<file path="src/rtl/status_vector_scheduler.sv">
// Purpose : in-order slot allocator / retirer over a DEPTH-entry status-valid vector, NREQ round-robin requesters.
// Latency : grant and tag combinational in the allocating cycle; slot completed in cycle N can retire in N+1 (alloc->retire min 2).
// Backpr. : no grant while full (registered count); retire_o and retire_* hold until retire_ready_i accepts.
//
// Ports:
//   clk_i / rsn_i                  clock (rising edge) / asynchronous active-low reset
//   req_i[NREQ]  -> gnt_o[NREQ]    level requests, one-hot grant; tag_o is the allocated slot (tail)
//   cmpl_i, cmpl_tag_i, cmpl_value_i   completion strobe writing the status value of a slot
//   retire_o / retire_ready_i      head slot valid and done / consumer accept
//   retire_tag_o, retire_id_o, retire_value_o   head slot index, owner and status value
//   full_o, empty_o, count_o       occupancy
//   err_o                          sticky: completion hit an invalid or already-done slot
module status_vector_scheduler #(
    parameter int DEPTH = 32,
    parameter int NREQ  = 4,
    localparam int TAG_W = $clog2(DEPTH),
    localparam int ID_W  = $clog2(NREQ)
) (
    input  logic              clk_i,
    input  logic              rsn_i,
    input  logic [NREQ-1:0]   req_i,
    output logic [NREQ-1:0]   gnt_o,
    output logic [TAG_W-1:0]  tag_o,
    input  logic              cmpl_i,
    input  logic [TAG_W-1:0]  cmpl_tag_i,
    input  logic              cmpl_value_i,
    output logic              retire_o,
    input  logic              retire_ready_i,
    output logic [TAG_W-1:0]  retire_tag_o,
    output logic [ID_W-1:0]   retire_id_o,
    output logic              retire_value_o,
    output logic              full_o,
    output logic              empty_o,
    output logic [TAG_W:0]    count_o,
    output logic              err_o
);

    typedef struct packed {
        logic            valid;
        logic            done;
        logic            value;
        logic [ID_W-1:0] owner;
    } slot_t;

    slot_t            slots [DEPTH];
    logic [TAG_W-1:0] head;
    logic [TAG_W-1:0] tail;
    logic [TAG_W:0]   count;
    logic [ID_W-1:0]  rr_ptr;
    logic             err;

    logic             full;
    logic             alloc;
    logic [ID_W-1:0]  gnt_id;
    logic [ID_W:0]    idx;
    logic             retire_fire;
    logic             cmpl_hit;
    logic [ID_W-1:0]  rr_next;

    assign full  = (count == (TAG_W+1)'(DEPTH));

    // Round-robin scan starting at rr_ptr. The sum is one bit wider than an id
    // so the modulo-NREQ wrap works for non-power-of-two NREQ as well.
    // Grants are gated by rsn_i so nothing is offered while reset is asserted.
    always_comb begin
        gnt_o  = '0;
        gnt_id = '0;
        alloc  = 1'b0;
        idx    = '0;
        for (int i = 0; i < NREQ; i++) begin
            idx = {1'b0, rr_ptr} + (ID_W+1)'(i);
            if (idx >= (ID_W+1)'(NREQ)) begin
                idx = idx - (ID_W+1)'(NREQ);
            end
            if (!alloc && rsn_i && !full && req_i[idx[ID_W-1:0]]) begin
                alloc                    = 1'b1;
                gnt_id                   = idx[ID_W-1:0];
                gnt_o[idx[ID_W-1:0]]     = 1'b1;
            end
        end
    end

    assign rr_next = (gnt_id == ID_W'(NREQ-1)) ? '0 : gnt_id + 1'b1;

    // A slot being allocated this cycle is still invalid in the registers, so
    // a completion aimed at it lands in the error branch.
    assign cmpl_hit    = slots[cmpl_tag_i].valid && !slots[cmpl_tag_i].done;
    assign retire_o    = slots[head].valid && slots[head].done;
    assign retire_fire = retire_o && retire_ready_i;

    // Allocation (tail), completion (valid, not-done slot) and retirement
    // (valid, done head) can never address the same slot in one cycle, so the
    // writes below do not collide.
    always_ff @(posedge clk_i or negedge rsn_i) begin
        if (!rsn_i) begin
            for (int i = 0; i < DEPTH; i++) begin
                slots[i] <= '0;
            end
            head   <= '0;
            tail   <= '0;
            count  <= '0;
            rr_ptr <= '0;
            err    <= 1'b0;
        end else begin
            if (alloc) begin
                slots[tail].valid <= 1'b1;
                slots[tail].done  <= 1'b0;
                slots[tail].value <= 1'b0;
                slots[tail].owner <= gnt_id;
                tail              <= tail + 1'b1;
                rr_ptr            <= rr_next;
            end
            if (cmpl_i) begin
                if (cmpl_hit) begin
                    slots[cmpl_tag_i].done  <= 1'b1;
                    slots[cmpl_tag_i].value <= cmpl_value_i;
                end else begin
                    err <= 1'b1;
                end
            end
            if (retire_fire) begin
                slots[head].valid <= 1'b0;
                head              <= head + 1'b1;
            end
            unique case ({alloc, retire_fire})
                2'b10:   count <= count + 1'b1;
                2'b01:   count <= count - 1'b1;
                default: count <= count;
            endcase
        end
    end

    assign tag_o          = tail;
    assign retire_tag_o   = head;
    assign retire_id_o    = slots[head].owner;
    assign retire_value_o = slots[head].value;
    assign full_o         = full;
    assign empty_o        = (count == '0);
    assign count_o        = count;
    assign err_o          = err;

endmodule
</file>
<file path="config.mk">
export PLATFORM = sky130hd
export DESIGN_NAME = status_vector_scheduler
export DESIGN_NICKNAME = d
export VERILOG_FILES = /design/src/rtl/status_vector_scheduler.sv
export SDC_FILE = /design/constraint.sdc
export NUM_CORES = 1
export LEC_CHECK = 0
export BUFFER_PORTS_ARGS = -buffer_cell sky130_fd_sc_hd__buf_2
export CAP_MARGIN = 20
export CELL_PAD_IN_SITES_DETAIL_PLACEMENT = 0
export CELL_PAD_IN_SITES_GLOBAL_PLACEMENT = 1
export CORE_MARGIN = 4
export CORE_UTILIZATION = 50
export DETAILED_ROUTE_END_ITERATION = 10
export HOLD_SLACK_MARGIN = 0.12
export PLACE_DENSITY = 0.9
export SETUP_SLACK_MARGIN = 0.15
export SYNTH_ARGS = -nofsm -noshare
export SYNTH_HDL_FRONTEND = slang
export SYNTH_SLANG_ARGS = --single-unit
</file>
<file path="constraint.sdc">
create_clock -name clk_i -period 8 [get_ports clk_i]
set_input_delay 0 -clock clk_i [delete_from_list [all_inputs] [get_ports clk_i]]
set_output_delay 0 -clock clk_i [all_outputs]
set_load 0.01 [all_outputs]
</file>
## Yosys cells after proc, flatten, opt, wreduce, memory -nomap -nowiden

Cells that the tools add are included.

| word-level totals | value |
|---|---|
| bits in registers | 179 |
| latch bits | 0 |
| memory bits (writable) | 0 |
| memory bits (read-only) | 0 |
| word-level logic and storage cells | 268 |
| memories kept | 0 |

| cells by class | value |
|---|---|
| $add $sub $neg | 12 |
| multiply operators | 0 |
| divide/modulo/power cells | 0 |
| $lt $le $gt $ge | 18 |
| equal/unequal tests | 4 |
| shifts and indexed selects | 0 |
| muxes and demuxes | 65 |
| bitwise logic cells | 7 |
| reductions and logical operators | 29 |

Operator list:

| kind | number |
|---|---|
| bitwise mux 160 bit | 7 |
| two-way mux 160 bit | 4 |
| demux 5 bit (select 5 bit) | 7 |
| binary-select mux 5 bit (select 5 bit) | 2 |
| two-way mux 5 bit | 6 |
| two-way mux 4 bit | 6 |
| logical AND 1 bit | 21 |
| two-way mux 2 bit | 10 |
| greater-or-equal comparator 6 bit (second input constant) | 3 |
| < comparator 6 x 1 -> 1 bit (second input constant) | 3 |
| inverter 5 -> 6 bit | 3 |
| < comparator 2 x 3 -> 1 bit (second input constant) | 4 |
| two-way mux 1 bit | 12 |
| OR 4 bit | 3 |
| one-hot mux 6 bit (2 select lines) | 1 |
| adder 5 x 1 -> 5 bit (second input constant) | 2 |
| greater-or-equal comparator 3 bit (second input constant) | 3 |
| binary-select mux 1 bit (select 2 bit) | 4 |
| demux 1 bit (select 2 bit) | 4 |
| greater-or-equal comparator 2 x 1 -> 1 bit (second input constant) | 4 |
| subtractor 2 x 1 -> 2 bit (second input constant) | 4 |
| adder 2 x 2 -> 3 bit (second input constant) | 2 |
| adder 6 x 1 -> 6 bit (second input constant) | 1 |
| equality test 6 bit (second input constant) | 1 |
| 12 further kinds | 18 |

## Longest topological paths before layout

| depth | value |
|---|---|
| depth in word-level cells | 29 |
| depth in mapped cells | 18 |
| gate-level depth less buffers | 14 |

## Worst setup path before layout

No wires, ideal clock.

| timing | value |
|---|---|
| path type | register to register |
| start point | register rr_ptr[0] |
| end point | register count[5], in the netlist count_o[5] |
| arrival time | 3.775 ns |
| required time | 7.920 ns |
| path slack | 4.145 ns |
| cell stages (with the launch flop) | 18 |
| buffers on the path | 3 |
| period minus slack after synthesis | 3.855 ns |
| cell sequence | dfrtp_1 > buf_2 > inv_1 > ha_1 > mux4_2 > nor2_1 > a21oi_1 > buf_2 > buf_4 > inv_1 > ha_1 > ha_1 > a21o_1 > a21oi_1 > o21bai_1 > a21oi_1 > mux2i_1 > xnor2_1 |

| on the way | value |
|---|---|
| word-level cells in the longest chain between the ends | 23 |
| elaborated cells between the ends (all ways) | 44 |

Ends and longest elaborated chain:

| item | RTL line | text |
|---|---|---|
| from (decl) | 49 | `logic [ID_W-1:0] rr_ptr;` |
| from (signal assigned) | 111 | `rr_ptr <= rr_next;` |
| greater-or-equal comparator 2 x 3 -> 1 bit / subtractor 2 x 1 -> 2 bit (equally long branches) | 72, 73 |  |
| two-way mux 2 bit | 72 | `if (idx >= (ID_W+1)'(NREQ)) begin` |
| binary-select mux 1 bit (select 2 bit) | 75 | `if (!alloc && rsn_i && !full && req_i[idx[ID_W-1:0]]) begin` |
| two-way mux 1 bit (not written as such) | 75 |  |
| logical AND 1 bit | 75 |  |
| two-way mux 1 bit | 75 |  |
| zero test 1 bit | 75 |  |
| logical AND 1 bit (3 in series) | 75 |  |
| two-way mux 1 bit | 75 |  |
| zero test 1 bit | 75 |  |
| logical AND 1 bit (3 in series) | 75 |  |
| two-way mux 1 bit | 75 |  |
| zero test 1 bit | 75 |  |
| logical AND 1 bit (3 in series) | 75 |  |
| two-way mux 1 bit * | 75 |  |
| equality test 2 x 1 -> 1 bit / equality test 2 bit (equally long branches) | 125 | `unique case ({alloc, retire_fire})` |
| one-hot mux 6 bit (2 select lines) / nonzero test 2 bit (equally long branches) | - |  |
| to (signal assigned) | 126 | `2'b10: count <= count + 1'b1;` |
| to (signal assigned) | 127 | `2'b01: count <= count - 1'b1;` |
| to (signal assigned) | 128 | `default: count <= count;` |
| to (decl) | 48 | `logic [TAG_W:0] count;` |

Mark *: on every way between the ends. The rest lies on a longest branch, timed or not. The select of a mux whose other input is x is not followed.
A chain may end at the register's enable or synchronous reset.

## Worst setup path after layout

| timing | value |
|---|---|
| start point | register head[1], in the netlist retire_tag_o[1] |
| end point | register count[5], in the netlist count_o[5] |

| on the way | value |
|---|---|
| word-level cells in the longest chain between the ends | 8 |
| elaborated cells between the ends (all ways) | 10 |

Ends and longest elaborated chain:

| item | RTL line | text |
|---|---|---|
| from (decl) | 46 | `logic [TAG_W-1:0] head;` |
| from (signal assigned) | 123 | `head <= head + 1'b1;` |
| inverter 5 -> 6 bit (not written as such) * | 88 | `assign retire_o = slots[head].valid && slots[head].done;` |
| binary-select mux 5 bit (select 5 bit) * | 88 |  |
| two-way mux 5 bit * (2 in series) | - |  |
| logical AND 1 bit * | 88 |  |
| logical AND 1 bit * | 89 | `assign retire_fire = retire_o && retire_ready_i;` |
| equality test 2 x 1 -> 1 bit / equality test 2 bit (equally long branches) | 125 |  |
| one-hot mux 6 bit (2 select lines) / nonzero test 2 bit (equally long branches) | - |  |

Marked as above.

==> metrics.txt <==
clock buffer depth=2; gpl congestion=0.949; I/O pin total=41; Synth cell types=60; hold-fix buffers at CTS=9; top_reg_cell synth=dfrtp_1; area grow syn2layout=11.3%; Setup-failing EPs final=0; syn nets=857; FILL cells=1578; Achievable Freq=0.217 GHz; share of cells above drive strength 1=25.1%; status=complete, no violations; critical path launch point type=flop; Die H=148 um; DR DRC count=0; most common cell after layout, fill and taps aside=dfrtp_1; clock latency on the worst-skew pair=0.44 ns; largest net degree at the start of global routing=78; Final ANT Viol Nets=0; Fin. Hold Viols=0; Yosys top cell by area=dfrtp_1; Cell Rows=51; Reg clk slew, reported paths=0.07 ns; Hold WS=0.136 ns; max_slew headroom=21.5%; Wirelength per Cell=23.7 um; Leakage=5.23 nW; setup bufs post-CTS=0; Max Slew Vio Count=0; Via density=6.40; synth warn=0; Tcrit/Tclk final=57.7%; first-pass GRT wire length=41.9 mm; Yosys reg bits=179; Least-Margin Pin Slew=1.17 ns; Pwr Density=385 nW/um2; min-delay worst type=primary input to asynchronous set/reset pin; die area=22000 um2; diode count=0; total design power=0.00421 W; mean area per synthesized cell=11.9 um2; crit path time final=4.61 ns; port bufs=40; initial antenna violation count=0; TritonCTS Buffers=17; Post-synth EDFFs=0; commonest cells after routing, fill and taps aside=dfrtp_1, nand2_1, mux2_2; Root Driver=clkbuf_16; First DRT Iteration DRCs=834; dpl hpwl=17.8 mm; nets=879; maximum VDD drop=0.000218 V; Worst Path Max Fanout=30; post-CTS sizing=0; Die X=148 um; max cap viols=0; CP arrival=4.97 ns; htree depth=4; worst setup path class=flop to flop; clock skew=0.0101 ns; vias in the first global route=7198; Overflow after GRT=0; Seq/Total Area, Yosys=45.5%; Post-Route Setup TNS=0 ns; setup repair after global routing missed its margin=no; Core Region=19400 um2; Crit. End Element=flop; Initial Util=50.7%; R2R cell count=14; Post-Syn Area=9840 um2; TritonCTS clock tree=built; Detailed Routing Iterations Pass 1=7; CTS sink count=179; overall routing resource usage=24.8%; drt total wl=26.6 mm; vias=7191; Syn Inst Count=824; Worst EP required=8.36 ns; Synth area leaders=dfrtp_1, mux4_2, mux2_2; top cell type's share of synthesized area=45.5%; ys async rst share=100%
-- report_power, final --
part	internal (W)	switching, W
sequential	0.00123	0.000365
clock	0.000590	0.000378
combinational	0.000756	0.000897
total	0.00257	0.00164
-- final cells by class --
class	instances	area, um2	share of cell area, %
Multi-Input combinational cell	548	4910	44.8
Inverter	41	154	1.41
Clock buffer	17	425	3.88
Sequential cell	179	4480	40.9
Timing Repair Buffer	59	402	3.67
Clock inverter	14	248	2.26
Tap cell	265	332	3.03
-- metal layers --
| layer | share of wire, % | GRT usage [%] |
|---|---|---|
| met1 | 43 | 34.7 |
| met2 | 47 | 38.5 |
| met3 | 8.3 | 6.43 |
| met4 | 2.4 | 7.58 |
| met5 | 0 | 0 |
-- synth_stat cells, drive strengths merged, types with 2 or more instances --
| cell type | instances |
|---|---|
| dfrtp | 179 |
| nand2 | 100 |
| mux2 | 70 |
| nand3 | 64 |
| mux4 | 51 |
| mux2i | 50 |
| inv | 41 |
| buf | 38 |
| a22oi | 27 |
| a32oi | 24 |
| clkbuf | 18 |
| ha | 18 |
| o21ai | 17 |
| and3 | 12 |
| nor2 | 12 |
| xnor2 | 11 |
| nor3b | 10 |
| a21o | 7 |
| and3b | 7 |
| a2bb2oi | 6 |
| nand4 | 6 |
| nor2b | 6 |
| nor3 | 6 |
| o22ai | 5 |
| a21oi | 4 |
| a31oi | 4 |
| and2 | 3 |
| or3b | 3 |
| a221oi | 2 |
| a41oi | 2 |
| nand3b | 2 |
| o21bai | 2 |
| o31ai | 2 |
-- metrics by stage --
stage	instances	worst slack, ns	util, %	area, um2
floorplan	824	4.15	-	9840
global placement	1082	3.60	52.3	10200
detailed placement	1082	3.48	52.3	10200
CTS	1122	3.48	56.3	10900
global route	1123	3.09	56.5	11000
finish	1123	3.39	56.5	11000
-- logic make-up after synthesis --
group / after synthesis / share of synthesized area (%)
compound gates: 109 / 8.61
xor+xnor: 12 / 1.07
flops: 179 / 45.5
mux: 171 / 25.3
fa+ha+maj: 19 / 2.49
simple gates: 237 / 12.3
buf+inv: 97 / 4.77
-- path summary, 6_finish.rpt --
kind | startpoint | endpoint | slack (ns)
min in group clk_i | cmpl_value_i | slots[52] | 0.16
worst min-delay path | rsn_i | asynchronous set/reset pin | 0.14
worst max register to register | retire_tag_o[1] | count_o[5] | 3.39
worst min register to register | err_o | err_o | 0.47
max in group asynchronous | rsn_i | retire_tag_o[1] | 6.86
worst max-delay path | retire_tag_o[1] | count_o[5] | 3.39
-- worst max-delay path: stages (launching register included) --
cell	delay, ns
dfrtp_2	0.93
buf_4	0.52
mux4_2	0.37
a22oi_1	0.33
o21ai_1	0.22
and3_1	0.23
buf_4	0.24
ha_1	0.35
ha_1	0.30
a21o_1	0.17
a21oi_1	0.21
o21bai_1	0.09
a21oi_1	0.18
mux2i_1	0.24
xnor2_1	0.13
No activity file was read; power rests on OpenSTA's default activity.
